==> config.mk <==
export PLATFORM = sky130hd
export DESIGN_NAME = mem_issue_skid_stage_flat
export DESIGN_NICKNAME = d
export VERILOG_FILES = /design/src/rtl/mem_issue_skid_pkg.sv /design/src/rtl/mem_issue_skid_stage_if.sv /design/src/rtl/mem_issue_skid_fifo.sv /design/src/rtl/mem_issue_skid_stage.sv /design/src/flat_wrapper.sv
export SDC_FILE = /design/constraint.sdc
export NUM_CORES = 1
export LEC_CHECK = 0
export CAP_MARGIN = 10
export CORE_AREA = 2 2 259 261
export CTS_BUF_LIST = sky130_fd_sc_hd__clkbuf_16
export DETAILED_ROUTE_END_ITERATION = 12
export DIE_AREA = 0 0 261 263
export DONT_BUFFER_PORTS = 1
export GPL_TIMING_DRIVEN = 0
export HOLD_SLACK_MARGIN = 0.12
export PLACE_DENSITY = 0.49
export SLEW_MARGIN = 10
export SYNTH_ARGS = -nofsm -noshare
export SYNTH_HDL_FRONTEND = slang
export SYNTH_SLANG_ARGS = --single-unit
==> constraint.sdc <==
create_clock -name clk -period 4.7 [get_ports clk]
set_clock_uncertainty 0.15 [all_clocks]
set_input_delay 1.175 -clock clk [delete_from_list [all_inputs] [get_ports clk]]
set_output_delay 1.175 -clock clk [all_outputs]
set_load 0.02 [all_outputs]
==> src/rtl/mem_issue_skid_pkg.sv <==
// Shared definitions for the memory issue skid stage and neighbouring stages.
// Holds the default widths, the stored entry layout, FIFO sizing helpers and
// the wrap-aware flush-range test used by every stage that honours a flush.
package mem_issue_skid_pkg;

  localparam int MEM_NUM_LANES  = 2;
  localparam int MEM_SKID_DEPTH = 2;
  localparam int MEM_AL_PTR_W   = 6;
  localparam int MEM_IQ_PTR_W   = 5;
  localparam int MEM_PAYLOAD_W  = 96;

  // One skid slot. valid is cleared by a selective flush; the slot still
  // occupies the FIFO until it reaches the head and is squashed.
  typedef struct packed {
    logic                     valid;
    logic                     replay;
    logic [MEM_AL_PTR_W-1:0]  al_ptr;
    logic [MEM_PAYLOAD_W-1:0] payload;
  } entry_t;

  function automatic int ptr_w(input int depth);
    return $clog2(depth);
  endfunction

  // Occupancy must represent 0..depth inclusive.
  function automatic int cnt_w(input int depth);
    return $clog2(depth) + 1;
  endfunction

  // Range is [head, tail) modulo 2^AL_PTR_W; head==tail is empty unless
  // flush_all is set.
  function automatic logic in_range(
    input logic                    flush_req,
    input logic                    flush_all,
    input logic [MEM_AL_PTR_W-1:0] head,
    input logic [MEM_AL_PTR_W-1:0] tail,
    input logic [MEM_AL_PTR_W-1:0] p
  );
    logic hit;
    if (head <= tail) hit = (p >= head) && (p < tail);
    else              hit = (p >= head) || (p < tail);
    return flush_req && (flush_all || hit);
  endfunction

  function automatic logic [31:0] sat_add32(input logic [31:0] a, input logic [31:0] b);
    logic [32:0] s;
    s = {1'b0, a} + {1'b0, b};
    return s[32] ? 32'hFFFF_FFFF : s[31:0];
  endfunction

endpackage

==> src/rtl/mem_issue_skid_stage_if.sv <==
// Handshake/data bundle between scheduler select, the skid stage and
// register read. master = surrounding pipeline (drives in_*, replay_*,
// flush/clear, out_ready); slave = the skid stage.
interface mem_issue_skid_stage_if
  import mem_issue_skid_pkg::*;
#(
  parameter int NUM_LANES = MEM_NUM_LANES,
  parameter int AL_PTR_W  = MEM_AL_PTR_W,
  parameter int IQ_PTR_W  = MEM_IQ_PTR_W,
  parameter int PAYLOAD_W = MEM_PAYLOAD_W
);
  logic [NUM_LANES-1:0]           in_valid;
  logic [NUM_LANES*PAYLOAD_W-1:0] in_payload;
  logic [NUM_LANES*AL_PTR_W-1:0]  in_al_ptr;
  logic [NUM_LANES*IQ_PTR_W-1:0]  in_iq_ptr;
  logic [NUM_LANES-1:0]           in_ready;
  logic                           replay;
  logic [NUM_LANES-1:0]           replay_valid;
  logic [NUM_LANES*PAYLOAD_W-1:0] replay_payload;
  logic [NUM_LANES*AL_PTR_W-1:0]  replay_al_ptr;
  logic                           clear;
  logic                           flush_req;
  logic                           flush_all;
  logic [AL_PTR_W-1:0]            flush_head;
  logic [AL_PTR_W-1:0]            flush_tail;
  logic [NUM_LANES-1:0]           iq_issue;
  logic [NUM_LANES*IQ_PTR_W-1:0]  iq_issue_ptr;
  logic [NUM_LANES-1:0]           out_valid;
  logic [NUM_LANES*PAYLOAD_W-1:0] out_payload;
  logic [NUM_LANES*AL_PTR_W-1:0]  out_al_ptr;
  logic [NUM_LANES-1:0]           out_replay;
  logic [NUM_LANES-1:0]           out_ready;

  modport master (
    output in_valid, in_payload, in_al_ptr, in_iq_ptr,
    output replay, replay_valid, replay_payload, replay_al_ptr,
    output clear, flush_req, flush_all, flush_head, flush_tail, out_ready,
    input  in_ready, iq_issue, iq_issue_ptr,
    input  out_valid, out_payload, out_al_ptr, out_replay
  );

  modport slave (
    input  in_valid, in_payload, in_al_ptr, in_iq_ptr,
    input  replay, replay_valid, replay_payload, replay_al_ptr,
    input  clear, flush_req, flush_all, flush_head, flush_tail, out_ready,
    output in_ready, iq_issue, iq_issue_ptr,
    output out_valid, out_payload, out_al_ptr, out_replay
  );
endinterface

==> src/rtl/mem_issue_skid_fifo.sv <==
// One-lane skid FIFO with per-entry valid kill for selective flush.
// Latency: enqueue into empty -> out_vld_o next cycle, no bypass.
// Backpressure: in_rdy_o low only when full and the head is not leaving.
// Ports: clk/rst, enq_i + enq_entry_i (write), out_vld_o/out_rdy_i (read),
// head fields, clear_i and flush_* (kill). Optional kill_cnt_o when
// MEM_ISSUE_SKID_PERF_EN is defined.
module mem_issue_skid_fifo
  import mem_issue_skid_pkg::*;
#(
  parameter int DEPTH = MEM_SKID_DEPTH
) (
  input  logic                     clk,
  input  logic                     rst,
  input  logic                     enq_i,
  input  entry_t                   enq_entry_i,
  input  logic                     clear_i,
  input  logic                     flush_req_i,
  input  logic                     flush_all_i,
  input  logic [MEM_AL_PTR_W-1:0]  flush_head_i,
  input  logic [MEM_AL_PTR_W-1:0]  flush_tail_i,
  input  logic                     out_rdy_i,
  output logic                     out_vld_o,
  output logic                     out_replay_o,
  output logic [MEM_AL_PTR_W-1:0]  out_al_ptr_o,
  output logic [MEM_PAYLOAD_W-1:0] out_payload_o,
  output logic                     in_rdy_o
`ifdef MEM_ISSUE_SKID_PERF_EN
  , output logic [cnt_w(DEPTH)-1:0] kill_cnt_o
`endif
);
  localparam int PTR_W = ptr_w(DEPTH);
  localparam int CNT_W = cnt_w(DEPTH);

  entry_t            mem_q [DEPTH];
  entry_t            mem_d [DEPTH];
  logic [PTR_W-1:0]  wr_q, wr_d, rd_q, rd_d;
  logic [CNT_W-1:0]  cnt_q, cnt_d;
  entry_t            head;
  logic              head_live;
  logic              pop;

  assign head      = mem_q[rd_q];
  // Flush is checked combinationally on the head so a flushed op never
  // reaches register read, even in the flush cycle itself.
  assign head_live = head.valid &&
                     !in_range(flush_req_i, flush_all_i, flush_head_i, flush_tail_i, head.al_ptr);
  assign out_vld_o = (cnt_q != '0) && !clear_i && head_live;
  // Dead heads drain regardless of downstream readiness.
  assign pop       = (cnt_q != '0) && (!head_live || out_rdy_i);
  assign in_rdy_o  = (cnt_q < CNT_W'(DEPTH)) ||
                     ((cnt_q == CNT_W'(DEPTH)) && out_rdy_i && out_vld_o);

  assign out_replay_o  = head.replay;
  assign out_al_ptr_o  = head.al_ptr;
  assign out_payload_o = head.payload;

  always_comb begin
    mem_d = mem_q;
    wr_d  = wr_q;
    rd_d  = rd_q;
    cnt_d = cnt_q;
    if (clear_i) begin
      for (int i = 0; i < DEPTH; i++) mem_d[i].valid = 1'b0;
      wr_d  = '0;
      rd_d  = '0;
      cnt_d = '0;
    end else begin
      if (flush_req_i) begin
        for (int i = 0; i < DEPTH; i++)
          if (in_range(flush_req_i, flush_all_i, flush_head_i, flush_tail_i, mem_q[i].al_ptr))
            mem_d[i].valid = 1'b0;
      end
      // Vacated slots hold valid=0 so only occupied live entries carry it.
      if (pop) begin
        mem_d[rd_q].valid = 1'b0;
        rd_d              = rd_q + 1'b1;
      end
      if (enq_i) begin
        mem_d[wr_q] = enq_entry_i;
        wr_d        = wr_q + 1'b1;
      end
      cnt_d = cnt_q + CNT_W'(enq_i) - CNT_W'(pop);
    end
  end

  always_ff @(posedge clk or negedge rst) begin
    if (!rst) begin
      for (int i = 0; i < DEPTH; i++) mem_q[i] <= '0;
      wr_q  <= '0;
      rd_q  <= '0;
      cnt_q <= '0;
    end else begin
      for (int i = 0; i < DEPTH; i++) mem_q[i] <= mem_d[i];
      wr_q  <= wr_d;
      rd_q  <= rd_d;
      cnt_q <= cnt_d;
    end
  end

`ifdef MEM_ISSUE_SKID_PERF_EN
  always_comb begin
    kill_cnt_o = '0;
    for (int i = 0; i < DEPTH; i++)
      if (mem_q[i].valid && (clear_i ||
          in_range(flush_req_i, flush_all_i, flush_head_i, flush_tail_i, mem_q[i].al_ptr)))
        kill_cnt_o = kill_cnt_o + CNT_W'(1);
  end
`endif

endmodule

==> src/rtl/mem_issue_skid_stage.sv <==
// Memory-pipe issue stage: NUM_LANES independent skid FIFOs with selective flush and replay.
// Latency: 1 cycle from accepted op to out_valid; iq_issue is same-cycle.
// Backpressure: per-lane in_ready, deasserted only when that lane's skid is full.
// Ports: clk, rst (async active-low), bus (slave modport of mem_issue_skid_stage_if).
// Optional: define MEM_ISSUE_SKID_PERF_EN for perf_cnt (per lane: enq, squash, stall).
// Struct-carried widths (AL_PTR_W, PAYLOAD_W) follow mem_issue_skid_pkg.
module mem_issue_skid_stage
  import mem_issue_skid_pkg::*;
#(
  parameter int NUM_LANES  = MEM_NUM_LANES,
  parameter int SKID_DEPTH = MEM_SKID_DEPTH,
  parameter int AL_PTR_W   = MEM_AL_PTR_W,
  parameter int IQ_PTR_W   = MEM_IQ_PTR_W,
  parameter int PAYLOAD_W  = MEM_PAYLOAD_W
) (
  input  logic                    clk,
  input  logic                    rst,
  mem_issue_skid_stage_if.slave   bus
`ifdef MEM_ISSUE_SKID_PERF_EN
  , output logic [NUM_LANES*3*32-1:0] perf_cnt
`endif
);

  // Release pointer is the incoming select index; iq_issue qualifies it.
  assign bus.iq_issue_ptr = bus.in_iq_ptr;

  for (genvar l = 0; l < NUM_LANES; l++) begin : g_lane
    logic                 src_vld;
    logic [AL_PTR_W-1:0]  src_al_ptr;
    entry_t               src_entry;
    logic                 src_flushed;
    logic                 lane_in_rdy;
    logic                 lane_enq;

    assign src_vld    = bus.replay ? bus.replay_valid[l] : bus.in_valid[l];
    assign src_al_ptr = bus.replay ? bus.replay_al_ptr[l*AL_PTR_W +: AL_PTR_W]
                                   : bus.in_al_ptr[l*AL_PTR_W +: AL_PTR_W];
    assign src_entry.valid   = 1'b1;
    assign src_entry.replay  = bus.replay;
    assign src_entry.al_ptr  = src_al_ptr;
    assign src_entry.payload = bus.replay ? bus.replay_payload[l*PAYLOAD_W +: PAYLOAD_W]
                                          : bus.in_payload[l*PAYLOAD_W +: PAYLOAD_W];

    // Incoming op is checked against this cycle's flush range so it is never written.
    assign src_flushed = in_range(bus.flush_req, bus.flush_all, bus.flush_head,
                                  bus.flush_tail, src_al_ptr);
    assign lane_enq    = src_vld && lane_in_rdy && !bus.clear && !src_flushed;

    assign bus.in_ready[l] = lane_in_rdy;
    assign bus.iq_issue[l] = lane_enq && !bus.replay;

`ifdef MEM_ISSUE_SKID_PERF_EN
    logic [cnt_w(SKID_DEPTH)-1:0] kill_cnt;
`endif

    mem_issue_skid_fifo #(.DEPTH(SKID_DEPTH)) u_fifo (
      .clk           (clk),
      .rst           (rst),
      .enq_i         (lane_enq),
      .enq_entry_i   (src_entry),
      .clear_i       (bus.clear),
      .flush_req_i   (bus.flush_req),
      .flush_all_i   (bus.flush_all),
      .flush_head_i  (bus.flush_head),
      .flush_tail_i  (bus.flush_tail),
      .out_rdy_i     (bus.out_ready[l]),
      .out_vld_o     (bus.out_valid[l]),
      .out_replay_o  (bus.out_replay[l]),
      .out_al_ptr_o  (bus.out_al_ptr[l*AL_PTR_W +: AL_PTR_W]),
      .out_payload_o (bus.out_payload[l*PAYLOAD_W +: PAYLOAD_W]),
      .in_rdy_o      (lane_in_rdy)
`ifdef MEM_ISSUE_SKID_PERF_EN
      , .kill_cnt_o  (kill_cnt)
`endif
    );

`ifdef MEM_ISSUE_SKID_PERF_EN
    logic [31:0] enq_cnt_q, sq_cnt_q, stall_cnt_q;
    logic [31:0] sq_inc;

    // Squashes: stored live entries killed plus accepted-slot ops dropped by flush/clear.
    assign sq_inc = 32'(kill_cnt) +
                    32'(src_vld && lane_in_rdy && (bus.clear || src_flushed));

    always_ff @(posedge clk or negedge rst) begin
      if (!rst) begin
        enq_cnt_q   <= '0;
        sq_cnt_q    <= '0;
        stall_cnt_q <= '0;
      end else begin
        enq_cnt_q   <= sat_add32(enq_cnt_q, 32'(lane_enq));
        sq_cnt_q    <= sat_add32(sq_cnt_q, sq_inc);
        stall_cnt_q <= sat_add32(stall_cnt_q, 32'(bus.in_valid[l] && !lane_in_rdy));
      end
    end

    assign perf_cnt[(l*3+0)*32 +: 32] = enq_cnt_q;
    assign perf_cnt[(l*3+1)*32 +: 32] = sq_cnt_q;
    assign perf_cnt[(l*3+2)*32 +: 32] = stall_cnt_q;
`endif
  end

endmodule

==> src/flat_wrapper.sv <==
// flat-port wrapper written by rule: the top's interface ports become plain ports
module mem_issue_skid_stage_flat import mem_issue_skid_pkg::*;
#(
  parameter int NUM_LANES  = MEM_NUM_LANES,
  parameter int SKID_DEPTH = MEM_SKID_DEPTH,
  parameter int AL_PTR_W   = MEM_AL_PTR_W,
  parameter int IQ_PTR_W   = MEM_IQ_PTR_W,
  parameter int PAYLOAD_W  = MEM_PAYLOAD_W
)
  (clk, rst, bus_in_valid, bus_in_payload, bus_in_al_ptr, bus_in_iq_ptr, bus_replay, bus_replay_valid, bus_replay_payload, bus_replay_al_ptr, bus_clear, bus_flush_req, bus_flush_all, bus_flush_head, bus_flush_tail, bus_out_ready, bus_in_ready, bus_iq_issue, bus_iq_issue_ptr, bus_out_valid, bus_out_payload, bus_out_al_ptr, bus_out_replay);
  mem_issue_skid_stage_if #(.NUM_LANES(NUM_LANES), .AL_PTR_W(AL_PTR_W), .IQ_PTR_W(IQ_PTR_W), .PAYLOAD_W(PAYLOAD_W)) bus_i ();
  input  logic clk;
  input  logic rst;
  input wire logic [$bits(bus_i.in_valid)-1:0] bus_in_valid;
  input wire logic [$bits(bus_i.in_payload)-1:0] bus_in_payload;
  input wire logic [$bits(bus_i.in_al_ptr)-1:0] bus_in_al_ptr;
  input wire logic [$bits(bus_i.in_iq_ptr)-1:0] bus_in_iq_ptr;
  input wire logic [$bits(bus_i.replay)-1:0] bus_replay;
  input wire logic [$bits(bus_i.replay_valid)-1:0] bus_replay_valid;
  input wire logic [$bits(bus_i.replay_payload)-1:0] bus_replay_payload;
  input wire logic [$bits(bus_i.replay_al_ptr)-1:0] bus_replay_al_ptr;
  input wire logic [$bits(bus_i.clear)-1:0] bus_clear;
  input wire logic [$bits(bus_i.flush_req)-1:0] bus_flush_req;
  input wire logic [$bits(bus_i.flush_all)-1:0] bus_flush_all;
  input wire logic [$bits(bus_i.flush_head)-1:0] bus_flush_head;
  input wire logic [$bits(bus_i.flush_tail)-1:0] bus_flush_tail;
  input wire logic [$bits(bus_i.out_ready)-1:0] bus_out_ready;
  output wire logic [$bits(bus_i.in_ready)-1:0] bus_in_ready;
  output wire logic [$bits(bus_i.iq_issue)-1:0] bus_iq_issue;
  output wire logic [$bits(bus_i.iq_issue_ptr)-1:0] bus_iq_issue_ptr;
  output wire logic [$bits(bus_i.out_valid)-1:0] bus_out_valid;
  output wire logic [$bits(bus_i.out_payload)-1:0] bus_out_payload;
  output wire logic [$bits(bus_i.out_al_ptr)-1:0] bus_out_al_ptr;
  output wire logic [$bits(bus_i.out_replay)-1:0] bus_out_replay;
  assign bus_i.in_valid = bus_in_valid;
  assign bus_i.in_payload = bus_in_payload;
  assign bus_i.in_al_ptr = bus_in_al_ptr;
  assign bus_i.in_iq_ptr = bus_in_iq_ptr;
  assign bus_i.replay = bus_replay;
  assign bus_i.replay_valid = bus_replay_valid;
  assign bus_i.replay_payload = bus_replay_payload;
  assign bus_i.replay_al_ptr = bus_replay_al_ptr;
  assign bus_i.clear = bus_clear;
  assign bus_i.flush_req = bus_flush_req;
  assign bus_i.flush_all = bus_flush_all;
  assign bus_i.flush_head = bus_flush_head;
  assign bus_i.flush_tail = bus_flush_tail;
  assign bus_i.out_ready = bus_out_ready;
  assign bus_in_ready = bus_i.in_ready;
  assign bus_iq_issue = bus_i.iq_issue;
  assign bus_iq_issue_ptr = bus_i.iq_issue_ptr;
  assign bus_out_valid = bus_i.out_valid;
  assign bus_out_payload = bus_i.out_payload;
  assign bus_out_al_ptr = bus_i.out_al_ptr;
  assign bus_out_replay = bus_i.out_replay;
  mem_issue_skid_stage #(.NUM_LANES(NUM_LANES), .SKID_DEPTH(SKID_DEPTH), .AL_PTR_W(AL_PTR_W), .IQ_PTR_W(IQ_PTR_W), .PAYLOAD_W(PAYLOAD_W)) u_core (.clk(clk), .rst(rst), .bus(bus_i));
endmodule
# Word-level counts from Yosys, hierarchy flattened
# Index checks and enable logic that the tools add are counted.
[totals]
register_bits = 424
out_inout_bits = 222
[classes]
addsub = 8
magnitude_cmp = 27
n_eq_ne = 2
muxes = 72
bitwise_logic = 4
n_reduce_logical = 74
[op_table]
columns = ["cell", "n"]
rows = [
  ["2-to-1 mux 208 bit", 6],
  ["2-to-1 mux 104 bit", 10],
  ["bitwise mux 208 bit", 4],
  ["demux 104 bit (select 1 bit)", 4],
  ["2-to-1 mux 96 bit", 2],
  [">= comparator 6 bit", 8],
  ["< comparator 6 bit", 8],
  ["2-to-1 mux 1 bit", 42],
  ["logical AND 1 bit", 40],
  ["logical OR 1 bit", 20],
  ["2-to-1 mux 6 bit", 2],
  ["nonzero test 2 bit", 6],
  [">= comparator 2 bit (second input constant)", 4],
  ["logical NOT 1 bit", 8],
  ["< comparator 2 x 1 -> 1 bit (second input constant)", 4],
  ["NOT 1 -> 2 bit", 4],
  ["<= comparator 6 bit", 1],
  ["adder 1 bit (second input constant)", 4],
  ["adder 2 x 1 -> 2 bit", 2],
  ["== test 2 bit (second input constant)", 2],
  ["< comparator 2 bit (second input constant)", 2],
  ["2-to-1 mux 2 bit", 2],
  ["subtractor 2 x 1 -> 2 bit", 2],
]

# Logic depth before layout (Yosys ltp)
# Gate-level depths: netlist of the first run.
[depth]
ltp_word = 20
mapped_depth = 18
depth_no_buf = 16

# Hierarchy
# From an unflattened synthesis of the first run, not the netlist that was laid out.
[unflattened]
cells_unflattened = 2186
hier_area_um2 = 23536.3
[by_module_without_submodules]
columns = ["mod", "instances", "cells_each", "area_per_inst_um2"]
rows = [
  ["mem_issue_skid_fifo at u_core.g_lane[0].u_fifo", 1, 919, 10184.8],
  ["mem_issue_skid_fifo at u_core.g_lane[1].u_fifo", 1, 930, 10132.2],
  ["mem_issue_skid_stage", 1, 337, 3219.3],
]

# Least setup slack after synthesis of the first run
# OpenSTA, ideal clock, no wires.
[synth_timing]
path_kind = "input to output"
startpoint = "in bus_replay"
endpoint = "out bus_iq_issue[0]"
arrival_time_ns = 3.954
required_time_ns = 3.375
setup_slack_ns = -0.579
path_stages = 11
path_cell_list = "buf_2 > clkbuf_1 > clkbuf_1 > mux2_2 > ha_1 > a2111oi_0 > o21ai_0 > o221ai_1 > nand3_1 > a21oi_1 > nor2b_1"
[synth_between]
elab_chain_len = 9
[synth_rtl]
columns = ["element", "line", "rtl"]
rows = [
  ["from (decl)", "flat_wrapper.sv:18", "input wire logic [$bits(bus_i.replay)-1:0] bus_replay;"],
  ["2-to-1 mux 6 bit", "mem_issue_skid_stage.sv:36", "assign src_al_ptr = bus.replay ? bus.replay_al_ptr[l*AL_PTR_W +: AL_PTR_W]"],
  [">= comparator 6 bit or < comparator 6 bit (tied branches)", "mem_issue_skid_pkg.sv:40, mem_issue_skid_pkg.sv:41", ""],
  ["logical OR 1 bit or logical AND 1 bit (tied branches)", "mem_issue_skid_pkg.sv:41, mem_issue_skid_pkg.sv:40", ""],
  ["2-to-1 mux 1 bit", "mem_issue_skid_pkg.sv:40", "if (head <= tail) hit = (p >= head) && (p < tail);"],
  ["logical OR 1 bit", "mem_issue_skid_pkg.sv:42", "return flush_req && (flush_all || hit);"],
  ["logical AND 1 bit", "mem_issue_skid_pkg.sv:42", ""],
  ["logical NOT 1 bit", "mem_issue_skid_stage.sv:47", "assign lane_enq = src_vld && lane_in_rdy && !bus.clear && !src_flushed;"],
  ["logical AND 1 bit", "mem_issue_skid_stage.sv:47", ""],
  ["logical AND 1 bit (*)", "mem_issue_skid_stage.sv:50", "assign bus.iq_issue[l] = lane_enq && !bus.replay;"],
  ["to (decl)", "flat_wrapper.sv:29", "output wire logic [$bits(bus_i.iq_issue)-1:0] bus_iq_issue;"],
]
# Mark *: on every way between the ends. The rest lies on a longest branch, timed or not.

# Worst setup path in the final report of the first run
# Ends and elaborated chain as after synthesis.

==> flow_summary.yaml, run 1 <==
synth:
  synth_top_family_by_area: "multiplexers"
  postSynth.asyncResetShare: 1.00
  yosysWarnings: 0
  syn_avg_cell_area_um2: 13.7
  seq_area_frac_synth: 0.459
  synth_fa_ha_area_frac: 0.0530
  yosysUniqueCellTypes: 50
  synth-compound-area-share: 0.0333
  synth_mux_area_frac: 0.401
  synth_most_common_cell: "mux2_2"
  synth_xor_area_frac: 0.00151
  synth_nets: 2230
  synth_seq_cells: 424
  synth_top_area_frac: 0.459
  synthCells: 1690
  synth-edff-count: 0
  syn-cell-area_um2: 23100
  synthTopCellsByCount: "mux2_2 (721), dfrtp_1 (424), ha_1 (98), mux2_1 (94), clkbuf_1 (39)"
  synth_ff_type: "dfrtp_1"
  synthDominantAreaCellType: "dfrtp_1"
  synth_simple_gate_area_share: 0.0187
  yosys-top-cells-area: "dfrtp_1 (46%), mux2_2 (35%), ha_1 (5.3%)"
detailed_routing:
  routedWlPerCell_um: 25.5
  dr_total_vias: 14108
  firstDrtPassIters: 4
  totalWireLength_um: 68400
  ant_nets: 0
  drtIter0Drc: 485
  drcViolationCount: 0
  via_per_inst: 5.25
critical_path:
  critPathLaunchType: "primary input"
  arrival_ns: 3.49
  slowest_stage: "a2111oi_4"
  path_cells: "buf_12 -> clkbuf_16 -> clkbuf_16 -> mux2_4 -> ha_4 -> a2111oi_4 -> o21ai_2 -> o221ai_2 -> nand3_2 -> a21oi_2 -> nor2b_4"
  worst-path-buf-inv: 3
  end_kind: "output port"
  cp_max_fo: 5
  path_class: "in -> out"
  critPathRequiredTime_ns: 3.38
  worst_path_largest_cell_delay_ns: 0.37
  critPathTopFamily: "compound AO/OA/AOI/OAI gates"
  path_common_cell: "clkbuf_16"
timing:
  min_period_ns: 4.82
  fin_crit_sh: 1.03
  clock.fmax_mhz: 208
  worstMarginPinSlew_ns: 1.61
  slew_violations: 92
  hold_viol: 0
  relSlewSlack: -0.0705
  rsz0062_at_grt: "true"
  setup-violations-final: 2
  timing.final.ws_setup_ns: -0.119
die:
  die_h_um: 263
  coreArea_um2: 65600
  die_w_um: 261
  initial_core_util: 0.353
  design.die.area_um2: 68600
  ios: 664
  num_rows: 94
clock_network:
  clock_latency_ns: 0.58
  cts_max_path_buffers: 3
  clk_pin_slew_ns: 0.06
  cts_buffers: 50
  clock-sinks: 424
  h-tree-depth: 2
  cts_root_buf: "clkbuf_16"
  cts_tree: "built"
placement:
  place_ws_ns: -1.40
  dp.cells: 2555
  dp_hpwl_um: 50400
  placement.io_buffers: 0
  routabilityCongestion: 0.827
  placed_cell_area_um2: 24300
power_and_ir_drop:
  power_density_nw_per_um2: 655
  p_leak_nw: 11.5
  ir_worst_vdd_uv: 302
grt:
  grt_overflow_total: 0
  grt_pass1_wl_um: 100000
  grt_pass1_vias: 15551
  antenna_found_initial: 4
  track_usage: 0.195
  grt_max_degree: 365
status:
  status: "finished with violations"
  violations: "max-slew violations, negative setup slack"
cells_and_area:
  drive_gt1_frac: 0.529
  fin_cells: 2689
  area_growth_pct: 15.6
  design_area_um2: 26700
  nets: 2328
flow_run:
  cap_violations: 0
min_path:
  hold_path.class: "in -> async"
[stage by stage]
stage | power [W] | setup TNS, ns | util | hold WS [ns]
finish | 0.0175 | -0.212 | 0.407 | 0.161
CTS | 0.0177 | -0.407 | 0.403 | 0.127
global placement | 0.0135 | -366.85 | 0.370 | 0.313
detailed placement | 0.0137 | -390.40 | 0.370 | 0.321
floorplan | 0.0120 | 0 | - | 0.304
global route | 0.0186 | -0.662 | 0.407 | 0.122
[flip-flops by register name, indices dropped and copies added, names as in the netlist]
signal / flops
u_core.g_lane.u_fifo.rd_q: 2
u_core.g_lane.u_fifo.mem_q: 416
u_core.g_lane.u_fifo.cnt_q: 4
u_core.g_lane.u_fifo.wr_q: 2
[path summary, 6_finish.rpt]
path	start	end	slack, ns	cells after the start
worst max-delay path	bus_replay	bus_iq_issue[0]	-0.12	11
worst min-delay path	rst	u_core.g_lane[0].u_fifo.mem_q[207]	0.16	0
worst max register to register	u_core.g_lane[0].u_fifo.rd_q	u_core.g_lane[0].u_fifo.mem_q[198]	0.34	12
worst min register to register	u_core.g_lane[1].u_fifo.mem_q[169]	u_core.g_lane[1].u_fifo.mem_q[169]	0.33	1
max in group asynchronous	rst	u_core.g_lane[0].u_fifo.mem_q[100]	2.97	0
min in group clk	u_core.g_lane[1].u_fifo.mem_q[169]	u_core.g_lane[1].u_fifo.mem_q[169]	0.33	1
[cell usage in the layout (no fill, tap or decap), drive strengths merged, types with 7 or more instances in the layout]
| cell | instances |
|---|---|
| mux2i | 11 |
| a21oi | 34 |
| dfrtp | 424 |
| o21ai | 19 |
| nor2 | 17 |
| a21o | 14 |
| buf | 119 |
| inv | 40 |
| a211oi | 7 |
| clkbuf | 90 |
| nand3 | 14 |
| ha | 98 |
| mux2 | 815 |
| nand2 | 14 |
| nand2b | 14 |
| nor2b | 7 |
| clkinv | 17 |
[logic make-up after synthesis]
logic type,count (synthesis)
AND/OR/NAND/NOR,84
buffers and inverters,141
adder cells (fa/ha/maj),98
multiplexers,826
XOR/XNOR,4
flip-flops,424
AO/OA/AOI/OAI,113
[layout make-up]
| class | instances | area [um^2] |
|---|---|---|
| clock buffer | 51 | 1280 |
| timing repair buffer | 49 | 412 |
| clock inverter | 36 | 185 |
| antenna | 2 | 5.00 |
| tap | 864 | 1080 |
| buffer | 110 | 773 |
| inverter | 28 | 124 |
| fill | 6168 | 38900 |
| multi-input combinational | 1125 | 12300 |
| sequential | 424 | 10600 |
[routing by layer]
layer,vias to the layer above,wire length (um),GRT usage
met3,106,4600,0.0545
li1,6370,-,-
met4,2,1730,0.0531
met2,449,34300,0.341
met5,-,12,0
met1,7181,27800,0.232
[where the power goes]
group | leakage (nW) | internal [W] | switching [W]
sequential | 5.22 | 0.00540 | 0.000883
combinational | 5.48 | 0.00336 | 0.00435
clock | 0.774 | 0.00200 | 0.00152
total | 11.5 | 0.0108 | 0.00676
[what timing repair did]
item | CTS | global route
hold endpoints to repair | 57 | 0
gates resized for setup | 81 | 31
pin swaps | 23 | 24
hold buffers | 2 | 0
setup endpoints to repair | 429 | 8
cloned | 1 | 0
buffers inserted | 28 | 17
Note: power is estimated with default switching activity, not from simulation.
==> run 2: changes to the inputs <==
CORE_AREA = 2 2 261 263   (was 2 2 259 261)
DIE_AREA = 0 0 263 265   (was 0 0 261 263)
SYNTH_HIERARCHICAL = 1   (was not set)
==> run 2 against run 1 <==
  * The run ends with negative setup slack left
  * Wire length rose by 8.0%
  * Sequential share of layout area fell by 1.8 points
  * Flip-flop and latch count did not move
  * Critical path depth did not move
  * Count of clock-buffer cells in the layout fell by 2
  * Via count rose by 17%
  * Combinational power fell by 3.2%
  * Hold slack improved by 0.032 ns
  * Register-to-register slack got worse by 0.68 ns
  * Synthesized cell count rose by 29%
  * First-iteration DRC count rose by 74%
  * Setup slack got worse by 0.59 ns
  * Critical endpoint unchanged
  * Largest cell class unchanged
  * Highest routed layer is now met4
==> flow_summary.yaml, run 2 <==
status:
  status: "finished with violations"
  violations: "negative setup slack"
grt:
  antenna_found_initial: 2
  grt_pass1_wl_um: 109000
  grt_max_degree: 342
  track_usage: 0.206
  grt_pass1_vias: 17402
  grt_overflow_total: 0
synth:
  postSynth.asyncResetShare: 1.00
  synth_most_common_cell: "nand2_1"
  syn_avg_cell_area_um2: 10.8
  synth_seq_cells: 424
  synthCells: 2186
  synth_top_area_frac: 0.451
  synthTopCellsByCount: "nand2_1 (637), mux2_2 (607), dfrtp_1 (424), ha_1 (110), clkbuf_1 (81)"
  synth_ff_type: "dfrtp_1"
  synthDominantAreaCellType: "dfrtp_1"
  seq_area_frac_synth: 0.451
  yosysWarnings: 6
  syn-cell-area_um2: 23500
  yosysUniqueCellTypes: 63
  synth-edff-count: 0
  yosys-top-cells-area: "dfrtp_1 (45%), mux2_2 (29%), nand2_1 (10%)"
detailed_routing:
  dr_total_vias: 16552
  drtIter0Drc: 846
  firstDrtPassIters: 7
  drcViolationCount: 0
  totalWireLength_um: 73900
  ant_nets: 0
  via_per_inst: 5.15
  routedWlPerCell_um: 23.0
cells_and_area:
  utilization: 0.419
  antenna_cells: 0
  largest_reg_flops: 416
  fin_cells: 3211
  nets: 2852
  reg_top3: "u_core/g_lane.u_fifo/mem_q: 416 flops, u_core/g_lane.u_fifo/cnt_q: 4 flops"
  regMostFlops: "u_core/g_lane.u_fifo/mem_q"
  drive_gt1_frac: 0.374
  layout_commonest_cell: "nand2_1"
  area_growth_pct: 19.0
  final_cell_mix: "nand2_1 (633), mux2_2 (597), dfrtp_1 (424)"
die:
  ios: 664
  num_rows: 95
  die_h_um: 265
  design.die.area_um2: 69700
  die_w_um: 263
  coreArea_um2: 66800
  initial_core_util: 0.352
clock_network:
  clk_pin_slew_ns: 0.06
  cts_max_path_buffers: 3
  cts_root_buf: "clkbuf_16"
  cts_tree: "built"
  clock_latency_ns: 0.58
  h-tree-depth: 2
  cts_buffers: 49
  clock-sinks: 424
timing:
  slew_violations: 0
  rsz0062_at_grt: "true"
  setup-violations-final: 170
  finalSetupTns_ns: -37.91
  hold_slack_ns: 0.193
  fin_crit_sh: 1.15
  min_period_ns: 5.41
  timing.final.ws_setup_ns: -0.711
  relSlewSlack: 0.196
  clock.fmax_mhz: 185
  worstMarginPinSlew_ns: 1.21
  hold_viol: 0
power_and_ir_drop:
  p_leak_nw: 13.1
  power_density_nw_per_um2: 622
  ir_worst_vdd_uv: 322
placement:
  dp.cells: 3066
  place_ws_ns: -2.30
  routabilityCongestion: 0.847
  dp_hpwl_um: 52800
  placement.io_buffers: 0
critical_path:
  cp_max_fo: 10
  arrival_ns: 4.09
  critPathRequiredTime_ns: 3.38
  end_kind: "output port"
  critPathLaunchType: "primary input"
  path_class: "in -> out"
min_path:
  hold_path.class: "in -> async"
flow_run:
  cap_violations: 0
==> run 2: cell count changes in the layout (fill, tap and decap cells not counted), sizes merged, moves of 7 or more <==
| cell | delta |
|---|---|
| mux2 | -202 |
| inv | +28 |
| conb | +7 |
| ha | +12 |
| clkbuf | +43 |
| nand2 | +623 |
| buf | -21 |
==> run 2: final timing paths <==
path | start | endpoint | slack, ns | depth (start not counted)
setup / recovery | bus_replay | bus_iq_issue[0] | -0.71 | 11
hold / removal | rst | u_core/g_lane[1].u_fifo/mem_q[145] | 0.19 | 0
setup reg to reg | u_core/g_lane[0].u_fifo/rd_q | u_core/g_lane[0].u_fifo/mem_q[160] | -0.34 | 23
hold reg to reg | u_core/g_lane[0].u_fifo/mem_q[86] | u_core/g_lane[0].u_fifo/mem_q[86] | 0.32 | 2
max in group asynchronous | rst | u_core/g_lane[1].u_fifo/mem_q[29] | 2.83 | 1
min in group clk | u_core/g_lane[0].u_fifo/mem_q[86] | u_core/g_lane[0].u_fifo/mem_q[86] | 0.32 | 2
==> run 2: power by group <==
part	leakage, nW	switching [W]	internal (W)
logic	6.97	0.00434	0.00313
registers	5.33	0.000897	0.00531
clock network	0.786	0.00158	0.00217
==> run 2: what timing repair did <==
item | CTS | global route
pin swaps | 20 | 18
buffers inserted | 34 | 8
hold buffers | 2 | 0
cloned | 9 | 6
hold endpoints to repair | 71 | 0
gates resized for setup | 207 | 35
endpoints found under the setup margin | 428 | 415
==> run 2: worst max-delay path: stages <==
cell	delay [ns]
buf_4	0.29
buf_6	0.30
clkbuf_4	0.27
mux2_2	0.44
ha_1	0.35
nand4_1	0.09
a311o_1	0.34
a211o_1	0.32
o31a_1	0.13
o21ai_4	0.14
and2b_2	0.22
==> run 2: cell type report <==
type                    count  area (um^2)
fillers                  6377        38800
inverters                  60          229
well taps                 873         1090
multi-input cells        1580        12500
clock buffers              49         1230
plain buffers             126         1250
clock inverters            40          325
repair buffers             59          826
flip-flops and latches    424        10600
==> run 2: routing by layer <==
metal	part of all wire	track usage	wire (um)
met3	0.052	0.0423	3840
met5	0	0	0
met1	0.43	0.261	31500
met4	0.034	0.0761	2500
met2	0.49	0.348	36100
==> run 2: metrics by stage <==
stage / total power (W) / cell area, um^2
global placement: 0.0131 / 24800
global route: 0.0185 / 28000
floorplan: 0.0116 / 23700
CTS: 0.0175 / 27600
detailed placement: 0.0133 / 24800
finish: 0.0174 / 28000
==> run 2: cells by family (layout without fill, tap and decap cells) <==
logic type / after synthesis / count (layout) / synth area share
xor gates and xnor gates: 6 / 6 / 0.00223
adders and majority gates: 113 / 113 / 0.0598
buffers and inverters: 188 / 334 / 0.0344
AOI/OAI and AO/OA: 123 / 123 / 0.0376
muxes: 618 / 618 / 0.296
DFF: 424 / 424 / 0.451
and+or+nand+nor: 713 / 713 / 0.119
other: 1 / 7 / 0.000159
